`config.mk`:
```
export PLATFORM = sky130hd
export DESIGN_NAME = ky32_decode
export DESIGN_NICKNAME = d
export VERILOG_FILES = /design/src/rtl/ky32_pkg.sv /design/src/rtl/ky32_scoreboard.sv /design/src/rtl/ky32_decode.sv
export SDC_FILE = /design/constraint.sdc
export NUM_CORES = 1
export LEC_CHECK = 0
export ABC_AREA = 1
export CORE_MARGIN = 2
export CORE_UTILIZATION = 39
export CTS_CLUSTER_SIZE = 25
export DETAILED_ROUTE_END_ITERATION = 16
export DONT_BUFFER_PORTS = 1
export GPL_TIMING_DRIVEN = 0
export PLACE_DENSITY = 0.53
export SLEW_MARGIN = 20
export SYNTH_ARGS = -nofsm -noshare
export SYNTH_HDL_FRONTEND = slang
export SYNTH_SLANG_ARGS = --single-unit
```
`constraint.sdc`:
```
create_clock -name clk -period 4 [get_ports clk]
set_input_delay 0.8 -clock clk [delete_from_list [all_inputs] [get_ports clk]]
set_output_delay 0.8 -clock clk [all_outputs]
set_load 0.05 [all_outputs]
```
`src/rtl/ky32_pkg.sv`:
```
// Shared decode types for the ky32 front end: opclasses, major opcodes,
// immediate formats and the record held in the decode output register.
package ky32_pkg;

  localparam int REG_AW = 5;
  localparam int NUM_REGS = 32;

  typedef enum logic [3:0] {
    OC_LUI     = 4'd0,
    OC_AUIPC   = 4'd1,
    OC_JAL     = 4'd2,
    OC_JALR    = 4'd3,
    OC_BRANCH  = 4'd4,
    OC_LOAD    = 4'd5,
    OC_STORE   = 4'd6,
    OC_OPIMM   = 4'd7,
    OC_OP      = 4'd8,
    OC_FENCE   = 4'd9,
    OC_SYSTEM  = 4'd10,
    OC_ILLEGAL = 4'd11
  } opclass_t;

  typedef enum logic [2:0] {
    IMM_NONE,
    IMM_I,
    IMM_S,
    IMM_B,
    IMM_U,
    IMM_J
  } imm_fmt_t;

  localparam logic [6:0] OPC_LUI    = 7'b0110111;
  localparam logic [6:0] OPC_AUIPC  = 7'b0010111;
  localparam logic [6:0] OPC_JAL    = 7'b1101111;
  localparam logic [6:0] OPC_JALR   = 7'b1100111;
  localparam logic [6:0] OPC_BRANCH = 7'b1100011;
  localparam logic [6:0] OPC_LOAD   = 7'b0000011;
  localparam logic [6:0] OPC_STORE  = 7'b0100011;
  localparam logic [6:0] OPC_OPIMM  = 7'b0010011;
  localparam logic [6:0] OPC_OP     = 7'b0110011;
  localparam logic [6:0] OPC_FENCE  = 7'b0001111;
  localparam logic [6:0] OPC_SYSTEM = 7'b1110011;

  typedef struct packed {
    logic [31:0] pc;
    opclass_t    opclass;
    logic [2:0]  funct3;
    logic        funct7b5;
    logic [4:0]  rd;
    logic [31:0] rs1_val;
    logic [31:0] rs2_val;
    logic [31:0] imm;
    logic        illegal;
    logic        writes;
  } dec_t;

  function automatic logic uses_rs1(input opclass_t oc);
    return !(oc inside {OC_LUI, OC_AUIPC, OC_JAL, OC_FENCE, OC_ILLEGAL});
  endfunction

  function automatic logic uses_rs2(input opclass_t oc);
    return oc inside {OC_BRANCH, OC_STORE, OC_OP};
  endfunction

  function automatic logic writes_rd(input opclass_t oc);
    return oc inside {OC_LUI, OC_AUIPC, OC_JAL, OC_JALR, OC_LOAD, OC_OPIMM, OC_OP};
  endfunction

endpackage

```
`src/rtl/ky32_scoreboard.sv`:
```
// Busy bit per architectural register marking an accepted writer that has
// not written back yet. x0 is never busy.
module ky32_scoreboard
  import ky32_pkg::*;
(
  input  logic              clk,
  input  logic              rst,
  input  logic              set_en,
  input  logic [REG_AW-1:0] set_addr,
  input  logic              clr_en,
  input  logic [REG_AW-1:0] clr_addr,
  input  logic              flush_en,
  input  logic [REG_AW-1:0] flush_addr,
  input  logic [REG_AW-1:0] rs1_addr,
  input  logic [REG_AW-1:0] rs2_addr,
  input  logic [REG_AW-1:0] rd_addr,
  output logic              rs1_busy,
  output logic              rs2_busy,
  output logic              rd_busy
);

  logic [NUM_REGS-1:0] busy_reg;
  logic [NUM_REGS-1:0] busy_next;

  assign busy_next[0] = 1'b0;

  // A set of the same register in the cycle its old writer completes wins.
  for (genvar gi = 1; gi < NUM_REGS; gi++) begin : g_bit
    assign busy_next[gi] =
      (set_en && set_addr == REG_AW'(gi)) ? 1'b1 :
      ((clr_en && clr_addr == REG_AW'(gi)) ||
       (flush_en && flush_addr == REG_AW'(gi))) ? 1'b0 : busy_reg[gi];
  end

  always_ff @(posedge clk) begin
    if (rst) busy_reg <= '0;
    else     busy_reg <= busy_next;
  end

  assign rs1_busy = busy_reg[rs1_addr];
  assign rs2_busy = busy_reg[rs2_addr];
  assign rd_busy  = busy_reg[rd_addr];

endmodule

```
`src/rtl/ky32_decode.sv`:
```
// Decode stage: classifies the fetched instruction, reads and bypasses
// operands, stalls on scoreboard hazards and holds one decoded record.
module ky32_decode
  import ky32_pkg::*;
#(
  parameter int XLEN = 32
) (
  input  logic            clk,
  input  logic            rst,
  input  logic            if_valid,
  output logic            if_ready,
  input  logic [31:0]     if_instr,
  input  logic [XLEN-1:0] if_pc,
  output logic [4:0]      rf_a_addr,
  output logic [4:0]      rf_b_addr,
  input  logic [XLEN-1:0] rf_a_data,
  input  logic [XLEN-1:0] rf_b_data,
  input  logic            wb_we,
  input  logic [4:0]      wb_addr,
  input  logic [XLEN-1:0] wb_data,
  input  logic            flush,
  output logic            ex_valid,
  input  logic            ex_ready,
  output logic [XLEN-1:0] ex_pc,
  output logic [3:0]      ex_opclass,
  output logic [2:0]      ex_funct3,
  output logic            ex_funct7b5,
  output logic [4:0]      ex_rd,
  output logic [XLEN-1:0] ex_rs1_val,
  output logic [XLEN-1:0] ex_rs2_val,
  output logic [XLEN-1:0] ex_imm,
  output logic            ex_illegal
);

  opclass_t    opclass;
  imm_fmt_t    imm_fmt;
  logic [31:0] imm;
  logic [4:0]  rs1, rs2, rd;
  logic        rs1_busy, rs2_busy, rd_busy;
  logic        hazard, accept, dec_writes;
  dec_t        dec;
  dec_t        ex_reg;
  logic        ex_valid_reg;

  assign rs1 = if_instr[19:15];
  assign rs2 = if_instr[24:20];
  assign rf_a_addr = rs1;
  assign rf_b_addr = rs2;

  always_comb begin
    opclass = OC_ILLEGAL;
    if (if_instr[1:0] == 2'b11) begin
      case (if_instr[6:0])
        OPC_LUI:    opclass = OC_LUI;
        OPC_AUIPC:  opclass = OC_AUIPC;
        OPC_JAL:    opclass = OC_JAL;
        OPC_JALR:   opclass = OC_JALR;
        OPC_BRANCH: opclass = OC_BRANCH;
        OPC_LOAD:   opclass = OC_LOAD;
        OPC_STORE:  opclass = OC_STORE;
        OPC_OPIMM:  opclass = OC_OPIMM;
        OPC_OP:     opclass = OC_OP;
        OPC_FENCE:  opclass = OC_FENCE;
        OPC_SYSTEM: opclass = OC_SYSTEM;
        default:    opclass = OC_ILLEGAL;
      endcase
    end
  end

  always_comb begin
    imm_fmt = IMM_NONE;
    case (opclass)
      OC_LUI, OC_AUIPC:                           imm_fmt = IMM_U;
      OC_JAL:                                     imm_fmt = IMM_J;
      OC_JALR, OC_LOAD, OC_OPIMM, OC_FENCE, OC_SYSTEM: imm_fmt = IMM_I;
      OC_BRANCH:                                  imm_fmt = IMM_B;
      OC_STORE:                                   imm_fmt = IMM_S;
      default:                                    imm_fmt = IMM_NONE;
    endcase
  end

  always_comb begin
    imm = '0;
    case (imm_fmt)
      IMM_I: imm = {{20{if_instr[31]}}, if_instr[31:20]};
      IMM_S: imm = {{20{if_instr[31]}}, if_instr[31:25], if_instr[11:7]};
      IMM_B: imm = {{19{if_instr[31]}}, if_instr[31], if_instr[7],
                    if_instr[30:25], if_instr[11:8], 1'b0};
      IMM_U: imm = {if_instr[31:12], 12'b0};
      IMM_J: imm = {{11{if_instr[31]}}, if_instr[31], if_instr[19:12],
                    if_instr[20], if_instr[30:21], 1'b0};
      default: imm = '0;
    endcase
  end

  assign rd = (opclass == OC_ILLEGAL) ? 5'd0 : if_instr[11:7];
  assign dec_writes = writes_rd(opclass) && (rd != 5'd0);

  // A writeback landing this cycle both forwards its data and retires the busy bit.
  always_comb begin
    dec          = '0;
    dec.pc       = if_pc;
    dec.opclass  = opclass;
    dec.funct3   = if_instr[14:12];
    dec.funct7b5 = if_instr[30];
    dec.rd       = rd;
    dec.imm      = imm;
    dec.illegal  = (opclass == OC_ILLEGAL);
    dec.writes   = dec_writes;
    if (rs1 == 5'd0)                     dec.rs1_val = '0;
    else if (wb_we && wb_addr == rs1)    dec.rs1_val = wb_data;
    else                                 dec.rs1_val = rf_a_data;
    if (rs2 == 5'd0)                     dec.rs2_val = '0;
    else if (wb_we && wb_addr == rs2)    dec.rs2_val = wb_data;
    else                                 dec.rs2_val = rf_b_data;
  end

  assign hazard = (uses_rs1(opclass) && rs1_busy && !(wb_we && wb_addr == rs1)) ||
                  (uses_rs2(opclass) && rs2_busy && !(wb_we && wb_addr == rs2)) ||
                  (dec_writes && rd_busy && !(wb_we && wb_addr == rd));

  assign if_ready = !rst && !hazard && (!ex_valid_reg || ex_ready) && !flush;
  assign accept   = if_valid && if_ready;

  ky32_scoreboard u_scoreboard (
    .clk        (clk),
    .rst        (rst),
    .set_en     (accept && dec_writes),
    .set_addr   (rd),
    .clr_en     (wb_we),
    .clr_addr   (wb_addr),
    .flush_en   (flush && ex_valid_reg && ex_reg.writes),
    .flush_addr (ex_reg.rd),
    .rs1_addr   (rs1),
    .rs2_addr   (rs2),
    .rd_addr    (rd),
    .rs1_busy   (rs1_busy),
    .rs2_busy   (rs2_busy),
    .rd_busy    (rd_busy)
  );

  always_ff @(posedge clk) begin
    if (rst) begin
      ex_valid_reg <= 1'b0;
      ex_reg       <= '0;
    end else if (flush) begin
      ex_valid_reg <= 1'b0;
    end else if (accept) begin
      ex_valid_reg <= 1'b1;
      ex_reg       <= dec;
    end else if (ex_ready) begin
      ex_valid_reg <= 1'b0;
    end
  end

  assign ex_valid    = ex_valid_reg;
  assign ex_pc       = ex_reg.pc;
  assign ex_opclass  = ex_reg.opclass;
  assign ex_funct3   = ex_reg.funct3;
  assign ex_funct7b5 = ex_reg.funct7b5;
  assign ex_rd       = ex_reg.rd;
  assign ex_rs1_val  = ex_reg.rs1_val;
  assign ex_rs2_val  = ex_reg.rs2_val;
  assign ex_imm      = ex_reg.imm;
  assign ex_illegal  = ex_reg.illegal;

endmodule

```
==> results.cfg, run 1 <==
[cts]
cts_sinks = 175
clk_pin_slew_worst_paths_ns = 0.08
cts.htree.levels = 4
tritoncts = done
cts-root-buf = clkbuf_16
numCtsBuffers = 17
cts_hold_buffers = 0
clockBufferDepth = 2
clock_latency_ns = 0.44

[min_path]
holdCritPathClass = flop to flop
hold_path_depth = 2

[die]
ioPinCount = 325
dieArea_um2 = 29800
core_area_um2 = 27900
initial_utilization = 0.398
rows = 61
die_w_um = 173
die_y_um = 173

[synth]
syn_inst = 1727
ys.flop_type = dfxtp_1
synth_top_family_by_area = simple AND/OR/NAND/NOR gates
yosys_register_bits = 175
synth_area_leaders = dfxtp_1 (32%), nand2_1 (16%), a21oi_1 (11%)
yosysUniqueCellTypes = 38
ys_seq_area_frac = 0.316
synthAdderAreaFrac = 0.00564
synth-compound-area-share = 0.188
synth_edf_count = 0
syn_area_um2 = 11100
synth_xor_area_frac = 0.000790
syn_nets = 1903
syn_area_per_cell_um2 = 6.42
synth-simple-area-share = 0.301
synth.mux.area_fraction = 0
yosys_warnings = 0
synth_top_cell_area_share = 0.316
synth_top_area_cell = dfxtp_1
ys_async_sr_fraction = 0

[grt]
grt_usage = 0.274
antenna_found_initial = 0
grt_start_max_net_pins = 19
grt_first_pass_wirelength_um = 64200
grt_pass1_vias = 10935
grt-ovfl-total = 0

[cells_and_area]
fin_area_um2 = 12400
area_growth_pct = 11.9
num-nets-final = 1934
fillCellCount = 3069
final_core_util = 0.445
drive_gt1_frac = 0.164

[routing]
wl_per_cell_um = 19.8
via_per_inst = 5.37
drtIter0Drc = 1035
drt_pass1_iterations = 5
drtAntennaViolNets = 0
drc_errors = 0
drt_wl_total_um = 42500
num_vias = 11544

[sta]
tightest_slew_ns = 1.04
worst_hold_slack_ns = 0.466
hold_viol_final = 0
tns_ns = 0
min_period_over_period = 0.973
min_period_ns = 3.89
drv_slew = 0
relSlewSlack = 0.301
setup_viol = 0
max_freq_ghz = 0.257
skew_ns = 0.0160

[setup_path]
regToRegSetupSlack_ns = 1.20
worstPathArrival_ns = 3.09
endpoint_kind = output port
worst_path_max_delay_cell = clkbuf_1
required_ns = 3.20
crit_fanout = 10
critical_path_class = input pin to output port
crit_path_start_kind = input pin
reg2reg_depth = 16
crit_chain = clkbuf_1, o22ai_1, a21oi_2, nand3_1, nand2_1, a211oi_2, nor2_1, and2_4
slowest_delay_ns = 0.48

[pwr]
irDropWorstVdd_mv = 0.323
power_mw = 4.30
leakage_nw = 5.00
powerDensity_nw_per_um2 = 346
p_seq_frac = 0.423
swShare = 0.338
p_sw_mw = 1.45
combPwrFrac = 0.190
pwr-share-clk = 0.386
p_int_mw = 2.84

[status]
status = complete, no violations

[placed_design]
numPortBuffers = 0
post_dp_cell_area_um2 = 11600
place.gp.congestion = 0.956
dp_hpwl_um = 33500

[job]
max_cap_viol_count = 0
cells by family (layout without fill, tap and decap cells):
group | after synthesis | in the layout
AND/OR/NAND/NOR | 784 | 784
AO/OA/AOI/OAI | 394 | 394
adder cells (fa/ha/maj) | 5 | 5
flip-flops | 175 | 175
XOR/XNOR | 1 | 1
other | 0 | 1
buffers and inverters | 368 | 412
cell usage after synthesis, drive strengths merged, types with 9 or more instances:
library cell and count:
nand3 56, a21oi 243, nand4 83, nor3 9, clkbuf 72, dfxtp 175
a31oi 31, buf 190, nor2 158, inv 105, nand2 475, o21ai 96
power by group through the flow:
stage	Clock [mW]	Combinational (mW)	Sequential [mW]
5_1_grt	1.77	0.880	1.82
2_1_floorplan	0	0.624	1.85
4_1_cts	1.70	0.797	1.82
3_3_place_gp	0	0.782	1.86
3_5_place_dp	0	0.785	1.86
6_report	1.66	0.818	1.82
placed cells by master, fill, tap and decap left out, types with 3 or more instances in the layout:
cell	count
a21oi_2	3
inv_6	3
a31oi_1	31
dfxtp_1	175
inv_8	5
buf_6	10
nand3_2	4
o22ai_1	7
nor2_4	4
a221oi_2	3
a21oi_1	240
buf_2	19
ha_1	4
nand2_1	458
clkbuf_16	19
o211ai_1	6
clkinv_4	3
nor3_1	9
inv_2	9
nand3_1	51
nor2_2	5
inv_1	94
buf_4	168
nand2_2	10
nand4_1	83
clkbuf_1	71
nand2_4	7
clkinvlp_4	3
nor2_1	149
o21ai_0	93
worst max-delay path: cells and delay by family:
family / cells / cell delay (ns)
AOI/OAI and AO/OA: 3 / 0.64
buffers and inverters: 1 / 0.48
and+or+nand+nor: 4 / 1.16
repair_timing:
item | in CTS | in global routing
resized for setup | 23 | 17
pin swaps | 4 | 11
endpoints found under the hold margin | 0 | 0
cloned | 0 | 2
endpoints found under the setup margin | 157 | 1
buffers inserted | 3 | 5
layer usage:
metal  vias to the layer above  wire length, µm  track usage
met4                         0             1400       0.0969
met3                        95             3420       0.0653
met2                       502            20100        0.469
met5                         -                0            0
met1                      5323            17600        0.335
li1                       5624                -            -
stage by stage:
| step | cells | setup slack, ns |
|---|---|---|
| 6_report | 2150 | 0.107 |
| 3_3_place_gp | 2105 | -0.687 |
| 2_1_floorplan | 1727 | 0.0347 |
| 5_1_grt | 2149 | -0.00564 |
| 3_5_place_dp | 2107 | -0.699 |
| 4_1_cts | 2142 | 0.00377 |
worst paths after layout:
path,startpoint,to
worst max register to register,u_scoreboard.busy_reg[12],ex_rs1_val[20]
worst min register to register,ex_opclass[1],ex_opclass[1]
worst max-delay path,wb_addr[1],if_ready
worst min-delay path,ex_opclass[1],ex_opclass[1]
final cells by class:
type | instances | area [µm²] | share of cell area
Clock buffer | 18 | 429 | 0.0346
Sequential cell | 175 | 3500 | 0.282
Clock inverter | 14 | 139 | 0.0112
Tap cell | 378 | 473 | 0.0381
Buffer | 262 | 1720 | 0.139
Timing Repair Buffer | 12 | 123 | 0.00988
Inverter | 106 | 405 | 0.0327
Antenna cell | 1 | 2.50 | 0.000202
Multi-Input combinational cell | 1184 | 5620 | 0.453
Note: power is estimated with default switching activity, not from simulation.
==> run 2, diff against run 1 <==
- SYNTH_HIERARCHICAL: unset -> 1
- TNS_END_PERCENT: unset -> 100
==> results.cfg, run 2 <==
[pwr]
swShare = 0.363
combPwrFrac = 0.225
leakage_nw = 6.83
powerDensity_nw_per_um2 = 337
pwr-share-clk = 0.381
p_int_mw = 3.02
irDropWorstVdd_mv = 0.265
p_sw_mw = 1.72
p_seq_frac = 0.394
power_mw = 4.74

[synth]
ys.flop_type = dfxtp_1
synth_top_area_cell = dfxtp_1
synth_area_leaders = dfxtp_1 (29%), nand2_1 (20%), buf_4 (9.3%)
synth_top_cell_area_share = 0.287
syn_inst = 2076
synth_common_cells = nand2_1 (663), nor2_1 (285), inv_1 (270)
yosys_register_bits = 175
ys_async_sr_fraction = 0
syn_area_um2 = 12200
yosysUniqueCellTypes = 32
yosys_warnings = 6
yosysMostFrequentCell = nand2_1
syn_area_per_cell_um2 = 5.87
syn_nets = 2252
synth_edf_count = 0
ys_seq_area_frac = 0.287

[routing]
drc_errors = 0
dr_wl_met2_um = 21800
dr_wl_met3_um = 3890
drtIter0Drc = 1088
via_per_inst = 5.01
drtAntennaViolNets = 0
wl_per_cell_um = 18.3
drt_wl_total_um = 46400
num_vias = 12733
wirelength_met1_um = 19200
drt_pass1_iterations = 6
top_layer = met4

[status]
violations = negative setup slack
status = finished, violations left

[die]
ioPinCount = 325
die_y_um = 181
rows = 64
core_area_um2 = 30700
die_w_um = 181
dieArea_um2 = 32700
initial_utilization = 0.397

[cells_and_area]
final_core_util = 0.459
drive_gt1_frac = 0.176
final_cell_mix = nand2_1 (646), nor2_1 (275), inv_1 (258)
final_common_cell = nand2_1
num-nets-final = 2303
area_growth_pct = 15.5

[setup_path]
crit_fanout = 8
crit_family = simple AND/OR/NAND/NOR gates
cp_common_cell = nand2_1
required_ns = 3.20
cp.buffers_inverters = 6
slowest_delay_ns = 0.42
crit_path_start_kind = input pin
endpoint_kind = output port
worstPathArrival_ns = 3.28
worst_path_max_delay_cell = a21boi_4
critical_path_class = input pin to output port

[sta]
relSlewSlack = 0.460
tightest_slew_ns = 0.810
min_period_over_period = 1.02
rsz0062_at_grt = true
skew_ns = 0.0173
final.setup.worst_slack_ns = -0.0784
min_period_ns = 4.08
drv_slew = 0
setup_viol = 1
max_freq_ghz = 0.245
worst_hold_slack_ns = 0.418
hold_viol_final = 0

[cts]
cts-root-buf = clkbuf_16
clock_latency_ns = 0.45
tritoncts = done
cts_sinks = 175
cts_hold_buffers = 0
clk_pin_slew_worst_paths_ns = 0.08
clockBufferDepth = 2
numCtsBuffers = 17
cts.htree.levels = 4

[placed_design]
numPortBuffers = 0
pre_cts_slack_ns = -1.07
place.gp.congestion = 0.956
dp_hpwl_um = 36600

[grt]
grt-ovfl-total = 0
antenna_found_initial = 3
grt_start_max_net_pins = 23
grt_pass1_vias = 11707
grt_usage = 0.273
grt_first_pass_wirelength_um = 68900

[min_path]
holdCritPathClass = input pin to flop

[job]
max_cap_viol_count = 0
[run 2: repair_timing]
item	CTS	global route
buffers inserted	22	10
cloned	0	2
setup endpoints to repair	166	45
pin swaps	27	7
resized for setup	43	35
[run 2: final cells by class]
type                       instances  area, µm²
clock inverter                    15        220
antenna                            4       10.0
tap                              396        495
sequential                       175       3500
inverter                         310       1240
fill                            3345      16600
clock buffer                      17        425
timing repair buffer              34        302
buffer                           253       1720
multi-input combinational       1336       6160
[run 2: logic make-up (layout without fill, tap and decap cells)]
family,after synthesis,in the layout,share of synthesized area
AO/OA/AOI/OAI,141,141,0.0703
adder cells (fa/ha/maj),5,5,0.00513
buffers and inverters,565,629,0.233
flip-flops,175,175,0.287
other,0,4,0
AND/OR/NAND/NOR,1190,1190,0.404
[run 2: final timing paths]
path                                                 from                   endpoint  slack [ns]  cells after the start
worst max-delay path                          if_instr[1]                   if_ready       -0.08                     25
worst min-delay path                                  rst  u_scoreboard/busy_reg[28]        0.42                      1
worst max register to register  u_scoreboard/busy_reg[20]  u_scoreboard/busy_reg[11]        1.17                     21
worst min register to register                 ex_imm[10]                 ex_imm[10]        0.49                      2
[run 2: routing by layer]
metal / vias up / global-route usage
li1: 6340 / -
met1: 5777 / 0.336
met2: 538 / 0.460
met3: 78 / 0.0635
met4: 0 / 0.107
met5: - / 0
[run 2: stage by stage]
stage	instances	TNS (ns)	cell area, µm²
3_5_place_dp	2472	-113.11	12900
3_3_place_gp	2472	-110.64	12900
6_report	2540	-0.0784	14100
2_1_floorplan	2076	-2.81	12400
5_1_grt	2539	-1.56	14100
4_1_cts	2525	-0.0413	13800
[run 2: power by group through the flow]
stage	Clock [mW]	Combinational, mW	Sequential, mW
final	1.80	1.07	1.87
after global routing	1.92	1.16	1.88
after CTS	1.86	1.05	1.87
after detailed placement	0	1.03	1.91
after global placement	0	1.02	1.91
after floorplan	0	0.860	1.89
==> run 3, diff against run 2 <==
- clock period: 4 -> 3.5 ns (I/O delays scaled with it)
==> results.cfg, run 3 (same netlist as run 2, synthesis figures left out) <==
[pwr]
p_int_mw = 3.49
pwr-share-clk = 0.358
p_sw_mw = 1.95
power_mw = 5.44
irDropWorstVdd_mv = 0.303
p_seq_frac = 0.393
powerDensity_nw_per_um2 = 354
swShare = 0.359
combPwrFrac = 0.249
leakage_nw = 7.47

[min_path]
holdCritPathClass = input pin to flop
hp-start = rst
hold_end = u_scoreboard/busy_reg[28]
hold_path_depth = 1

[sta]
tns_ns = -20.42
final.setup.worst_slack_ns = -0.453
max_freq_ghz = 0.253
tightest_slew_ns = 0.782
min_period_ns = 3.95
relSlewSlack = 0.478
skew_ns = 0.0163
rsz0062_at_grt = true
min_period_over_period = 1.13
worst_hold_slack_ns = 0.302
drv_slew = 0
setup_viol = 126
hold_viol_final = 0

[setup_path]
cp_common_cell = nand2_1
crit_fanout = 10
critical_path_class = input pin to output port
worstPathArrival_ns = 3.25
cp.buffers_inverters = 8
regToRegSetupSlack_ns = 0.65
reg2reg_to = u_scoreboard/busy_reg[5]
rr_startpoint = u_scoreboard/busy_reg[21]
worst_path_max_delay_cell = a21boi_4
required_ns = 2.80
endpoint_kind = output port
slowest_delay_ns = 0.40
reg2reg_depth = 21
crit_path_start_kind = input pin
crit_family = simple AND/OR/NAND/NOR gates

[placed_design]
place_inst = 2472
dp_hpwl_um = 37400
numPortBuffers = 0
place.gp.congestion = 0.972

[cts]
tritoncts = done
cts.htree.levels = 4
clockBufferDepth = 2
cts_sinks = 175
numCtsBuffers = 17
clock_latency_ns = 0.45
cts-root-buf = clkbuf_16
clk_pin_slew_worst_paths_ns = 0.08

[grt]
grt-ovfl-total = 0
grt_start_max_net_pins = 20
grt_usage = 0.282
grt_pass1_vias = 11741
grt_first_pass_wirelength_um = 70100
antenna_found_initial = 5

[cells_and_area]
final_common_cell = nand2_1
num-nets-final = 2343
final_core_util = 0.500
regArea_um2 = 3500
drive_gt1_frac = 0.226
fin_cells = 2583
final_cell_mix = nand2_1 (615), inv_1 (259), nor2_1 (256)
area_growth_pct = 25.9
fillCellCount = 3251
multi_input_area_um2 = 6500

[die]
ioPinCount = 325
dieArea_um2 = 32700
core_area_um2 = 30700
initial_utilization = 0.397
die_y_um = 181
die_w_um = 181
rows = 64

[routing]
drtIter0Drc = 1223
drt_pass1_iterations = 5
drtAntennaViolNets = 0
via_per_inst = 5.05
drt_wl_total_um = 49600
drc_errors = 0
wl_per_cell_um = 19.2
num_vias = 13043

[status]
violations = negative setup slack
status = finished, violations left

[job]
max_cap_viol_count = 0
run 3: changes by cell type in the layout (fill, tap and decap cells not counted), moves of 9 or more:
cell	previous run	this run
clkbuf_16	19	35
buf_6	8	23
buf_8	7	23
nor2_2	7	21
a21oi_2	4	20
buf_12	1	14
a21oi_1	58	42
nand3_1	117	108
nor2_1	275	256
buf_2	24	6
nand2_1	646	615
nand2_2	11	35
run 3: worst max-delay path by stage:
| stage | start | to | slack, ns | cells after the start |
|---|---|---|---|---|
| 4_1_cts | if_instr[0] | if_ready | -0.41 | 25 |
| 6_report | if_instr[4] | if_ready | -0.45 | 28 |
| 3_3_place_gp | if_instr[4] | u_scoreboard/busy_reg[11] | -1.39 | 34 |
| 3_5_place_dp | if_instr[4] | u_scoreboard/busy_reg[6] | -1.38 | 34 |
| 2_1_floorplan | if_instr[2] | u_scoreboard/busy_reg[10] | -0.53 | 36 |
| 5_1_grt | if_instr[3] | u_scoreboard/busy_reg[4] | -0.63 | 35 |
run 3: layout make-up:
class,count,share of cell area
Inverter,310,0.0820
Timing Repair Buffer,74,0.0696
Antenna cell,7,0.00114
Clock inverter,13,0.00864
Buffer,253,0.126
Multi-Input combinational cell,1336,0.424
Clock buffer,19,0.0282
Sequential cell,175,0.228
Tap cell,396,0.0323
run 3: stage by stage:
stage	cell area (µm²)	setup slack (ns)
2_1_floorplan	12400	-0.534
3_3_place_gp	12900	-1.39
3_5_place_dp	12900	-1.38
4_1_cts	14100	-0.408
5_1_grt	15300	-0.630
6_report	15300	-0.453
run 3: routing by layer:
layer	track usage	vias up	wire, µm
met4	0.112	0	1320
met2	0.472	534	23600
li1	-	6436	-
met3	0.0665	74	4120
met5	0	-	0
met1	0.348	5999	20500
run 3: power groups by stage:
stage          sequential (mW)  combinational [mW]  clock, mW
2_1_floorplan             2.16               0.985          0
3_3_place_gp              2.18                1.17          0
3_5_place_dp              2.18                1.18          0
4_1_cts                   2.14                1.23       1.99
5_1_grt                   2.15                1.45       2.07
6_report                  2.14                1.35       1.95
run 3: what timing repair did:
item / 4_1_cts / 5_1_grt
buffers inserted: 29 / 25
setup endpoints to repair: 176 / 176
pin swaps: 43 / 43
resized for setup: 96 / 179
hold buffers: 0 / 0
hold endpoints to repair: 0 / 0
gates cloned: 3 / 19
